**src/rtl/space_pkg.sv**
```systemverilog
// space_pkg: shared types and screen geometry for the space invaders core.
//   enemy_shot_state_e : one-hot state of the enemy bullet FSM
//   *_c constants      : playfield borders, floor row and player ship rows
package space_pkg;

  typedef enum logic [3:0] {
    COOLDOWN = 4'b0001,
    ARMED    = 4'b0010,
    FLYING   = 4'b0100,
    HIT      = 4'b1000
  } enemy_shot_state_e;

  localparam logic [9:0] left_border_c  = 10'd9;
  localparam logic [9:0] right_border_c = 10'd629;
  localparam logic [9:0] floor_c        = 10'd470;
  localparam logic [9:0] player_top_c   = 10'd434;
  localparam logic [9:0] player_bot_c   = 10'd454;

endpackage

```
**src/rtl/counter.sv**
```systemverilog
// counter: generic loadable up/down counter.
//   clk_i, reset_i : clock, synchronous active-high reset (to reset_val_p)
//   load_i, val_i  : load val_i (highest priority)
//   up_i / down_i  : add / subtract step_p (up wins over down)
//   count_o        : present count
module counter #(
  parameter int unsigned            width_p     = 8,
  parameter logic [width_p-1:0]     reset_val_p = '0,
  parameter logic [width_p-1:0]     step_p      = width_p'(1)
) (
  input  logic               clk_i,
  input  logic               reset_i,
  input  logic               up_i,
  input  logic               down_i,
  input  logic               load_i,
  input  logic [width_p-1:0] val_i,
  output logic [width_p-1:0] count_o
);

  always_ff @(posedge clk_i) begin
    if (reset_i)     count_o <= reset_val_p;
    else if (load_i) count_o <= val_i;
    else if (up_i)   count_o <= count_o + step_p;
    else if (down_i) count_o <= count_o - step_p;
  end

endmodule

```
**src/rtl/enemy_shooter.sv**
```systemverilog
// enemy_shooter: launches one enemy bullet from the selected alien's gun,
// moves it down once per frame and pulses hit_player_o on contact with the
// player ship.
//   clk_i, reset_i          : clock, synchronous active-high reset
//   frame_i                 : one-cycle pulse per video frame
//   fire_i, gun_x_i, gun_y_i: fire request and gun position from the formation
//   player_left_i/right_i   : player horizontal extent
//   player_alive_i, pause_i : player status / game frozen
//   hit_player_o            : one-cycle hit pulse
//   bullet_o, bullet_*_o    : bullet visible flag and box
//   red_o, green_o, blue_o  : bullet colour
//   state_o                 : present FSM state (debug)
module enemy_shooter
  import space_pkg::*;
#(
  parameter logic [11:0] color_p      = {4'hF, 4'hF, 4'hF},
  parameter logic [9:0]  step_p       = 10'd4,
  parameter logic [5:0]  cooldown_p   = 6'd30,
  parameter logic [9:0]  floor_p      = floor_c,
  parameter logic [9:0]  player_top_p = player_top_c,
  parameter logic [9:0]  player_bot_p = player_bot_c
) (
  input  logic       clk_i,
  input  logic       reset_i,
  input  logic       frame_i,
  input  logic       fire_i,
  input  logic [9:0] gun_x_i,
  input  logic [9:0] gun_y_i,
  input  logic [9:0] player_left_i,
  input  logic [9:0] player_right_i,
  input  logic       player_alive_i,
  input  logic       pause_i,
  output logic       hit_player_o,
  output logic       bullet_o,
  output logic [9:0] bullet_left_o,
  output logic [9:0] bullet_right_o,
  output logic [9:0] bullet_top_o,
  output logic [9:0] bullet_bot_o,
  output logic [3:0] red_o,
  output logic [3:0] green_o,
  output logic [3:0] blue_o,
  output logic [3:0] state_o
);

  enemy_shot_state_e state_q, state_n;

  logic [5:0] cd_count;
  logic       cd_done, cd_up, cd_load;
  logic [9:0] left_q, top, spawn_left;
  logic       fire_ok, spawn, move, overlap, at_floor;

  assign cd_done  = (cd_count == cooldown_p);
  assign cd_up    = (state_q == COOLDOWN) & frame_i & ~cd_done;
  assign cd_load  = (state_q == COOLDOWN) & cd_done;

  assign fire_ok    = fire_i & player_alive_i & ~pause_i;
  assign spawn      = (state_q == ARMED) & fire_ok;
  assign spawn_left = (gun_x_i < 10'd3) ? '0 : gun_x_i - 10'd3;

  assign bullet_left_o  = left_q;
  assign bullet_right_o = left_q + 10'd6;
  assign bullet_top_o   = top;
  assign bullet_bot_o   = top + 10'd10;

  assign overlap  = (bullet_bot_o >= player_top_p) & (top <= player_bot_p) &
                    (bullet_right_o > player_left_i) & (left_q < player_right_i);
  assign at_floor = (top >= floor_p);
  // Motion only when no higher-priority exit (pause, hit, floor) applies.
  assign move     = (state_q == FLYING) & frame_i & ~pause_i & ~overlap & ~at_floor;

  counter #(
    .width_p    (6),
    .reset_val_p(6'd0),
    .step_p     (6'd1)
  ) u_cooldown_cnt (
    .clk_i  (clk_i),
    .reset_i(reset_i),
    .up_i   (cd_up),
    .down_i (1'b0),
    .load_i (cd_load),
    .val_i  (6'd0),
    .count_o(cd_count)
  );

  counter #(
    .width_p    (10),
    .reset_val_p(10'd0),
    .step_p     (step_p)
  ) u_top_cnt (
    .clk_i  (clk_i),
    .reset_i(reset_i),
    .up_i   (move),
    .down_i (1'b0),
    .load_i (spawn),
    .val_i  (gun_y_i),
    .count_o(top)
  );

  always_ff @(posedge clk_i) begin
    if (reset_i)    left_q <= '0;
    else if (spawn) left_q <= spawn_left;
  end

  always_ff @(posedge clk_i) begin
    if (reset_i) state_q <= COOLDOWN;
    else         state_q <= state_n;
  end

  always_comb begin
    state_n = state_q;
    case (state_q)
      COOLDOWN: if (cd_done) state_n = ARMED;
      ARMED:    if (fire_ok) state_n = FLYING;
      FLYING: begin
        if (pause_i)       state_n = COOLDOWN;
        else if (overlap)  state_n = HIT;
        else if (at_floor) state_n = COOLDOWN;
      end
      HIT:      state_n = COOLDOWN;
      default:  state_n = COOLDOWN;
    endcase
  end

  always_comb begin
    hit_player_o = (state_q == HIT);
    bullet_o     = (state_q == FLYING);
    state_o      = state_q;
    red_o        = color_p[11:8];
    green_o      = color_p[7:4];
    blue_o       = color_p[3:0];
  end

endmodule
```
**config.mk**
```make
export PLATFORM = sky130hd
export DESIGN_NAME = enemy_shooter
export DESIGN_NICKNAME = d
export VERILOG_FILES = /design/src/rtl/space_pkg.sv /design/src/rtl/counter.sv /design/src/rtl/enemy_shooter.sv
export SDC_FILE = /design/constraint.sdc
export NUM_CORES = 1
export LEC_CHECK = 0
export BUFFER_PORTS_ARGS = -buffer_cell sky130_fd_sc_hd__buf_2
export CAP_MARGIN = 20
export CORE_ASPECT_RATIO = 1.25
export CORE_MARGIN = 1.5
export CORE_UTILIZATION = 30
export DETAILED_ROUTE_END_ITERATION = 7
export GPL_TIMING_DRIVEN = 0
export REMOVE_ABC_BUFFERS = 1
export SYNTH_ARGS = -nofsm -noshare
export SYNTH_HDL_FRONTEND = slang
export SYNTH_SLANG_ARGS = --single-unit
```
**constraint.sdc**
```tcl
create_clock -name clk_i -period 3.1 [get_ports clk_i]
set_clock_uncertainty 0.05 [all_clocks]
set_input_delay 0.62 -clock clk_i [delete_from_list [all_inputs] [get_ports clk_i]]
set_output_delay 0.62 -clock clk_i [all_outputs]
set_load 0.1 [all_outputs]
```
* Word-level counts from Yosys, hierarchy flattened
Cells that the tools add are included.
Storage, ports and cells: output and inout bits 58, logic and storage cells 52, bits of input ports 46, bits in registers 30
Cells by class: reductions and logical operators 3, eq/ne operators 8, bitwise logic cells 17, add/subtract/negate cells 5, multiplexer cells 9, $lt $le $gt $ge 6
Operator list (count):
- $mux 10 | 3
- $add 10x3->10 const B | 2
- $ge 10x9->1 const B | 2
- $mux 4 | 5
- $and 1x1->1 | 13
- $pmux 4 s3 | 1
- $add 10x4->10 const B | 1
- $gt 10x10->1 | 1
- $le 10x9->1 const B | 1
- $lt 10x10->1 | 1
- $lt 10x2->1 const B | 1
- $sub 10x2->10 const B | 1
- $add 6x1->6 const B | 1
- $eq 6x5->1 const B | 1
- $eq 4x1->1 const B | 1
- $eq 4x2->1 const B | 1
- $eq 4x3->1 const B | 1
- $eq 4x4->1 const B | 1
- $ne 2x2->1 const B | 2
- $ne 4x2->1 const B | 1
- $not 1->1 | 4
- $reduce_and 3->1 | 1
- $reduce_bool 2->1 | 1
- $reduce_or 2->1 | 1

* Longest topological paths before layout
Gate-level depths: netlist (run 1).
depth after elaboration 10, depth in mapped cells 12, gate-level depth less buffers 11

* Modules after synthesis
A second synthesis (run 1) with hierarchy kept.
Second synthesis, totals: cell total of the unflattened synthesis 377, area, all modules 3020.4 um2
By module, submodules not included:
- enemy_shooter | area an instance 1793.0 um2, seq. area each 280.3 um2, cells each 234, times used 1
- counter at u_top_cnt | area an instance 778.2 um2, seq. area each 200.2 um2, cells each 94, times used 1
- counter at u_cooldown_cnt | area an instance 449.2 um2, seq. area each 120.1 um2, cells each 49, times used 1

* Worst setup path after synthesis (run 1)
Ideal clock, no wire load.
path kind reg-to-reg, start point register left_q[1], in the netlist bullet_left_o[1], end point register u_top_cnt.count_o[2], required time 2.959 ns, path slack -2.936 ns, buffers on the path 1, cell stages (with the launch flop) 12, library setup time 0.091 ns, period minus slack after synthesis 6.036 ns, arrival time 5.895 ns, path through dfxtp_1 > inv_1 > ha_1 > nand3b_1 > xnor2_1 > ha_1 > a2111oi_0 > o31ai_1 > o2111a_1 > buf_2 > or3_1 > a311oi_1
On the way: longest elaborated chain between the ends 8, elaborated cells on any way between the ends 9, those cells by class 1 x add/sub; 2 x order compare; 5 x bitwise; 1 x reduce/logical
Ends and longest elaborated chain:
- from (decl) | RTL line enemy_shooter.sv:49 | logic [9:0] left_q, top, spawn_left;
- from (signal assigned) | RTL line enemy_shooter.sv:101 | else if (spawn) left_q <= spawn_left;
- $add 10x3->10 | RTL line enemy_shooter.sv:61 | assign bullet_right_o = left_q + 10'd6;
- named net bullet_right_o[1] | RTL line enemy_shooter.sv:36 | output logic [9:0] bullet_right_o,
- $gt 10x10->1 | RTL line enemy_shooter.sv:66 | (bullet_right_o > player_left_i) & (left_q < player_right_i);
- $and 1x1->1 | RTL line enemy_shooter.sv:65 | assign overlap = (bullet_bot_o >= player_top_p) & (top <= player_bot_p) &
- $and 1x1->1 | RTL line enemy_shooter.sv:66
- $not 1->1 | RTL line enemy_shooter.sv:69 | assign move = (state_q == FLYING) & frame_i & ~pause_i & ~overlap & ~at_floor;
- $and 1x1->1 (2 in series) | RTL line enemy_shooter.sv:69
- $reduce_bool 2->1 (no line)
- to (signal assigned) | RTL line counter.sv:22 | else if (load_i) count_o <= val_i;
- to (signal assigned) | RTL line counter.sv:23 | else if (up_i) count_o <= count_o + step_p;
- to (signal assigned) | RTL line counter.sv:24 | else if (down_i) count_o <= count_o - step_p;
- to (decl) | RTL line counter.sv:17 | output logic [width_p-1:0] count_o
The timed path passes the listed nets, and every way through them passes these cells. A chain may end at the register's enable or synchronous reset.

* Worst setup path in the final report (run 1)
start point register left_q[1], in the netlist bullet_left_o[1], end point register u_top_cnt.count_o[5]
On the way: longest elaborated chain between the ends 8, elaborated cells on any way between the ends 9, those cells by class 1 x add/sub; 2 x order compare; 5 x bitwise; 1 x reduce/logical
Ends and longest elaborated chain (RTL line):
- $add 10x3->10 | enemy_shooter.sv:61
- $gt 10x10->1 | enemy_shooter.sv:66
- $and 1x1->1 | enemy_shooter.sv:65
- $and 1x1->1 (*) | enemy_shooter.sv:66
- $not 1->1 (*) | enemy_shooter.sv:69
- $and 1x1->1 (*) (2 in series) | enemy_shooter.sv:69
- $reduce_bool 2->1 (no line) (*)
Mark *: on every way between the ends. The rest lies on a longest branch, timed or not.

==> impl_metrics.toml, run 1 <==
[clock_network]
clk_pin_slew_ns = 0.07
clk_path_buf_depth = 2
tritoncts = "built"
cts_hold_buf = 0
cts-htree-levels = 2
cts_buffers = 5
cts_root_buffer = "clkbuf_8"
cts_sinks = 30
clock_latency_ns = 0.28

[synthesis]
avgSynthCellArea_sq_um = 7.75
netlist.area_leader.share = 0.233
synth_compound_area_frac = 0.198
yosysSeqAreaShare = 0.233
synth_xor_area_frac = 0.0919
synth-simple-area-share = 0.236
yosys_most_used_dff = "dfxtp_1"
ys_ff_latch = 30
synth-adder-area-share = 0.126
synth_top_family_by_area = "simple AND/OR/NAND/NOR gates"
synthCells = 332
yosysWarnings = 0
synthArstFlopShare = 0
synth_edf_count = 0
synthMuxAreaShare = 0
yosysTopAreaCell = "dfxtp_1"
netlist_top_cells_area = "dfxtp_1, ha_1, xnor2_1, nor2_1, inv_1"
synth_cell_type_count = 53
syn_area_sq_um = 2570

[route]
post_drt_wl_per_cell_um = 14.0
via_per_inst = 5.08
wl_mm = 7.18
drc = 0
first_iter_violations = 104
via_count = 2613
first_pass_iters = 4
drtAntennaViolNets = 0

[power_and_ir_drop]
power_switching_uw = 278
clockPowerShare = 0.369
p_per_area_nw_per_um2 = 277
internal_power_uw = 613
power_uw = 891
seqPwrFrac = 0.442
swShare = 0.312
leakage_uw = 0.00155
vdd_ir_drop_max_uv = 135
pwr-share-comb = 0.189

[global_route]
grt_pass1_wl_mm = 11.6
grt_overflow_total = 0
grt_pass1_vias = 2496
grt_max_degree = 26
grt_use_total = 0.158
antenna_found_initial = 0

[worst_hold_path]
hold_path.class = "reg -> reg"

[floorplan]
core-area_sq_um = 8290
die_h_um = 107
start_util = 0.311
die-area_sq_um = 9150
die_w_um = 85.8
row_count = 37
ios = 104

[placement]
io_buffers = 91
dp_hpwl_mm = 5.53
gp_congestion = 0.823

[setup_path]
crit_buf_inv = 1
crit_path_cell_trace = "inv_1 -> ha_2 -> nand3b_1 -> xnor2_2 -> ha_1 -> a2111oi_4 -> o31ai_2 -> o2111a_2 -> or4_1 -> a311oi_1"
cpPeakStageDelay_ns = 0.51
crit_family = "compound AO/OA/AOI/OAI gates"
critPathRequiredTime_ns = 3.25
cp_slowest_cell = "or4_1"
critPathMaxFanout = 7
worstSetupEndpointType = "register"
critPathKind = "reg -> reg"
critPathLaunchType = "register"
worstPathArrival_ns = 3.12

[sta]
hold_violations = 0
slew_viol_final = 0
period_minus_slack_ns = 2.98
fin_setup_tns_ns = 0
period_share = 0.960
maxSlewHeadroom = 0.376
max_freq_mhz = 336
setup_viol = 0
rsz0062_at_grt = "false"
tightest_slew_ns = 0.923

[final_layout]
num_antenna_cells = 0
layout-drive-gt1-share = 0.300
nets = 488
fill_cells = 900
utilization = 0.388
synthToLayoutAreaGrowth_pct = 24.8

[job]
maxCapViolCount = 0

[status]
status = "completed"
==> layer usage <==
layer,global-route usage,share of wire
met4,0.0645,0.016
met5,0,0
met2,0.274,0.49
met3,0.0295,0.047
met1,0.189,0.44
==> worst paths after layout <==
path / from / to / slack, ns / cells past startpoint
worst max-delay path: bullet_left_o[1]$_SDFFE_PP0P_ / u_top_cnt.count_o[5]$_SDFFE_PP0P_ / 0.12 / 10
worst min-delay path: u_cooldown_cnt.count_o[5]$_SDFFE_PP0P_ / u_cooldown_cnt.count_o[5]$_SDFFE_PP0P_ / 0.48 / 2
worst max register to register: bullet_left_o[1]$_SDFFE_PP0P_ / u_top_cnt.count_o[5]$_SDFFE_PP0P_ / 0.12 / 10
worst min register to register: u_cooldown_cnt.count_o[5]$_SDFFE_PP0P_ / u_cooldown_cnt.count_o[5]$_SDFFE_PP0P_ / 0.48 / 2
==> worst reg2reg max path, stage by stage, from the launching register on <==
cell and delay (ns):
dfxtp_4 0.38, inv_1 0.08, ha_2 0.22, nand3b_1 0.20
xnor2_2 0.17, ha_1 0.33, a2111oi_4 0.37, o31ai_2 0.13
o2111a_2 0.21, or4_1 0.51, a311oi_1 0.25
==> placed cells by master (no fill, tap or decap), types with 3 or more instances in the layout <==
cell type	synthesis	routed
buf_2	3	91
nor2_1	34	34
inv_1	31	31
nand2_1	29	29
ha_1	26	25
dfxtp_1	30	24
xnor2_1	16	15
o21ai_0	13	13
conb_1	1	12
xor2_1	11	11
a21oi_1	10	10
a22oi_1	10	10
nand3_1	9	9
nand4_1	6	6
clkbuf_8	0	6
and3_1	5	5
o2111ai_1	5	5
nor3_1	5	5
a211oi_1	5	5
dfxtp_2	0	5
nor4b_1	4	4
or3_1	4	4
a311oi_1	4	4
o21a_1	4	4
buf_4	14	4
nand3b_1	3	3
o211ai_1	3	3
a31oi_1	3	3
==> what timing repair did <==
action / in CTS / in global routing
setup buffers: 3 / 1
setup endpoints to repair: 3 / 7
resized for setup: 6 / 11
pin swaps: 1 / 0
==> Yosys cell counts, types with 2 or more instances <==
cell       instances
o2111ai_1          5
nor2_1            34
nand4_1            6
clkbuf_1          10
nand4bb_1          2
o31ai_1            2
nor4b_1            4
nand2_1           29
a21oi_2            2
nor3_1             5
o21ai_0           13
and3_1             5
or3_1              4
ha_1              26
xnor2_1           16
nor3b_1            2
buf_2              3
buf_4             14
a22oi_1           10
a211oi_1           5
nand2b_1           2
o21a_1             4
o211a_1            2
nand3_1            9
a311oi_1           4
o211ai_1           3
dfxtp_1           30
a21oi_1           10
nand4b_1           2
inv_1             31
xor2_1            11
a2111oi_0          2
nand3b_1           3
a31oi_1            3
==> kinds of logic (layout without fill, tap and decap cells) <==
logic type / count (synthesis) / in the layout
DFF: 30 / 30
AOI/OAI and AO/OA: 72 / 72
and+or+nand+nor: 116 / 116
buffers and inverters: 60 / 134
other: 1 / 12
xor gates and xnor gates: 27 / 27
adders and majority gates: 26 / 26
==> power by group through the flow <==
| stage | sequential [uW] | clock, uW | combinational (uW) |
|---|---|---|---|
| after floorplan | 406 | 0 | 111 |
| after global placement | 403 | 0 | 163 |
| after detailed placement | 403 | 0 | 165 |
| after CTS | 394 | 344 | 166 |
| after global routing | 394 | 365 | 182 |
| final | 394 | 329 | 168 |
==> sequential cells by signal (all words and copies together), names as in the netlist <==
register / flops
u_top_cnt.count_o: 10
state_o: 4
bullet_left_o: 10
u_cooldown_cnt.count_o: 6
==> cell type report <==
type                    count  area [sq um]  area share
multi-input cells         253          1780       0.555
flip-flops and latches     30           611       0.190
repair buffers             95           485       0.151
well taps                  97           121      0.0378
inverters                  31           116      0.0362
clock buffers               6          82.6      0.0257
clock inverters             2          12.5     0.00390
==> metrics by stage <==
step | hold WS [ns] | worst slack, ns | area, sq um | cells
after global routing | 0.510 | 0.0151 | 3210 | 514
after floorplan | 0.430 | -3.03 | 2440 | 314
after global placement | 0.448 | -0.206 | 3020 | 502
final | 0.477 | 0.123 | 3210 | 514
after CTS | 0.481 | 0.0146 | 3150 | 513
after detailed placement | 0.460 | -0.228 | 3020 | 502
No activity file was read; power rests on OpenSTA's default activity.
==> run 2: changes to the inputs <==
--- a/config.mk
+++ b/config.mk
@@ -7,11 +7,14 @@
 export LEC_CHECK = 0
 export BUFFER_PORTS_ARGS = -buffer_cell sky130_fd_sc_hd__buf_2
 export CAP_MARGIN = 20
+export CELL_PAD_IN_SITES_DETAIL_PLACEMENT = 2
+export CELL_PAD_IN_SITES_GLOBAL_PLACEMENT = 2
 export CORE_ASPECT_RATIO = 1.25
 export CORE_MARGIN = 1.5
-export CORE_UTILIZATION = 30
+export CORE_UTILIZATION = 26
 export DETAILED_ROUTE_END_ITERATION = 7
 export GPL_TIMING_DRIVEN = 0
+export PLACE_DENSITY_LB_ADDON = 0.1
 export REMOVE_ABC_BUFFERS = 1
 export SYNTH_ARGS = -nofsm -noshare
 export SYNTH_HDL_FRONTEND = slang
==> impl_metrics.toml, run 2 (synthesis gave the netlist of run 1 again) <==
[power_and_ir_drop]
power_uw = 1050
vdd_ir_drop_max_uv = 161
leakage_uw = 0.00158
p_per_area_nw_per_um2 = 319

[setup_path]
rrSetupSlack_ns = 0.14
crit_family = "compound AO/OA/AOI/OAI gates"
crit_buf_inv = 1
critPathRequiredTime_ns = 3.24
critPathMaxFanout = 7
r2r.worst_path.cells = 10
cp_slowest_cell = "or4_1"
crit_path_cell_trace = "inv_1 -> ha_2 -> nand3b_1 -> xnor2_2 -> ha_4 -> a2111oi_4 -> o31ai_1 -> o2111a_2 -> or4_1 -> a311oi_1"
worstSetupEndpointType = "register"
critPathKind = "reg -> reg"
critPathLaunchType = "register"
cpPeakStageDelay_ns = 0.51
worstPathArrival_ns = 3.10
r2r-start = "bullet_left_o[1]$_SDFFE_PP0P_"
r2r-end = "u_top_cnt.count_o[5]$_SDFFE_PP0P_"

[sta]
slew_viol_final = 0
maxSlewHeadroom = 0.327
max_freq_mhz = 338
rsz0062_at_grt = "true"
worst_slack_ns = 0.140
hold_violations = 0
setup_viol = 0
tightest_slew_ns = 0.995
period_minus_slack_ns = 2.96
period_share = 0.955

[clock_network]
clk_path_buf_depth = 2
cts_sinks = 30
cts_buffers = 5
clk_pin_slew_ns = 0.05
tritoncts = "built"
cts_root_buffer = "clkbuf_16"
cts_hold_buf = 0
clock_latency_ns = 0.28
cts-htree-levels = 2

[final_layout]
design_area_sq_um = 3310
layout-drive-gt1-share = 0.300
nets = 488
utilization = 0.344
mostFrequentLayoutCells = "buf_2, nor2_1, inv_1, nand2_1"
synthToLayoutAreaGrowth_pct = 28.4
final_common_cell = "buf_2"
final_cells = 543
num_antenna_cells = 0

[route]
via_per_inst = 4.93
post_drt_wl_per_cell_um = 16.2
drc = 0
drtAntennaViolNets = 0
first_iter_violations = 49
wl_mm = 8.79
via_count = 2676
first_pass_iters = 4

[placement]
dp_cells = 531
dp_hpwl_mm = 7.01
dpl_cell_area_sq_um = 3060
gp_congestion = 0.752
io_buffers = 91
place_ws_ns = -0.488

[worst_hold_path]
hold_path.class = "reg -> reg"
hold_path_end = "u_cooldown_cnt.count_o[5]$_SDFFE_PP0P_"
min_from = "u_cooldown_cnt.count_o[5]$_SDFFE_PP0P_"
holdPathStages = 2

[floorplan]
row_count = 40
core-area_sq_um = 9610
die_w_um = 92.0
start_util = 0.268
die_h_um = 114
ios = 104
die-area_sq_um = 10500

[status]
status = "completed"

[global_route]
grt_max_degree = 26
grt_pass1_wl_mm = 14.4
antenna_found_initial = 0
grt_overflow_total = 0
grt_use_total = 0.173
grt_pass1_vias = 2807

[job]
maxCapViolCount = 0
==> run 2: routing by layer <==
metal  part of all wire  track usage  vias to the layer above  wire [um]
li1                   -            -                     1316          -
met1               0.43        0.209                     1288       3780
met2               0.52        0.316                       62       4580
met3              0.039       0.0312                       10        345
met4             0.0097       0.0410                        0         85
met5                  0            0                        -          0
==> run 2: report_power, final <==
group          switching, uW  leakage [uW]  total, uW  internal [uW]
Sequential              6.13      0.000246        394            388
Clock                    171     0.0000739        488            318
Combinational            124       0.00126        171           46.8
Total                    301       0.00158       1050            753
==> run 2: stage by stage <==
stage          setup TNS [ns]  hold WS, ns
2_1_floorplan          -37.69        0.430
3_3_place_gp           -0.974        0.444
3_5_place_dp            -1.73        0.465
4_1_cts                     0        0.476
5_1_grt               -0.0590        0.508
6_report                    0        0.471
==> run 2: cell type report <==
class                      count  area, sq um
tap                          126          158
sequential                    30          613
multi-input combinational    253         1790
clock buffer                   7          143
clock inverter                 1         5.00
inverter                      31          116
timing repair buffer          95          485
fill                        1202         6300
==> run 2: how the worst max path moves through the flow <==
stage | slack, ns | from | depth (start not counted) | end
floorplan | -3.03 | bullet_left_o[1]$_SDFFE_PP0P_ | 10 | u_top_cnt.count_o[5]$_SDFFE_PP0P_
global placement | -0.34 | bullet_left_o[1]$_SDFFE_PP0P_ | 10 | u_top_cnt.count_o[5]$_SDFFE_PP0P_
detailed placement | -0.49 | bullet_left_o[1]$_SDFFE_PP0P_ | 10 | u_top_cnt.count_o[5]$_SDFFE_PP0P_
CTS | 0.008 | u_top_cnt.count_o[3]$_SDFFE_PP0P_ | 6 | bullet_bot_o[8]
global route | -0.06 | bullet_left_o[2]$_SDFFE_PP0P_ | 10 | u_top_cnt.count_o[5]$_SDFFE_PP0P_
finish | 0.14 | bullet_left_o[1]$_SDFFE_PP0P_ | 10 | u_top_cnt.count_o[5]$_SDFFE_PP0P_
==> run 2: repair_timing <==
action                     in CTS  in global routing
pin swaps                       2                  2
setup buffers                   3                  1
setup endpoints to repair       7                  6
resized for setup              12                  8
==> run 2: worst reg2reg max path, stage by stage (launching register included) <==
cell	delay (ns)
dfxtp_4	0.38
inv_1	0.09
ha_2	0.22
nand3b_1	0.21
xnor2_2	0.25
ha_4	0.25
a2111oi_4	0.35
o31ai_1	0.12
o2111a_2	0.22
or4_1	0.51
a311oi_1	0.25
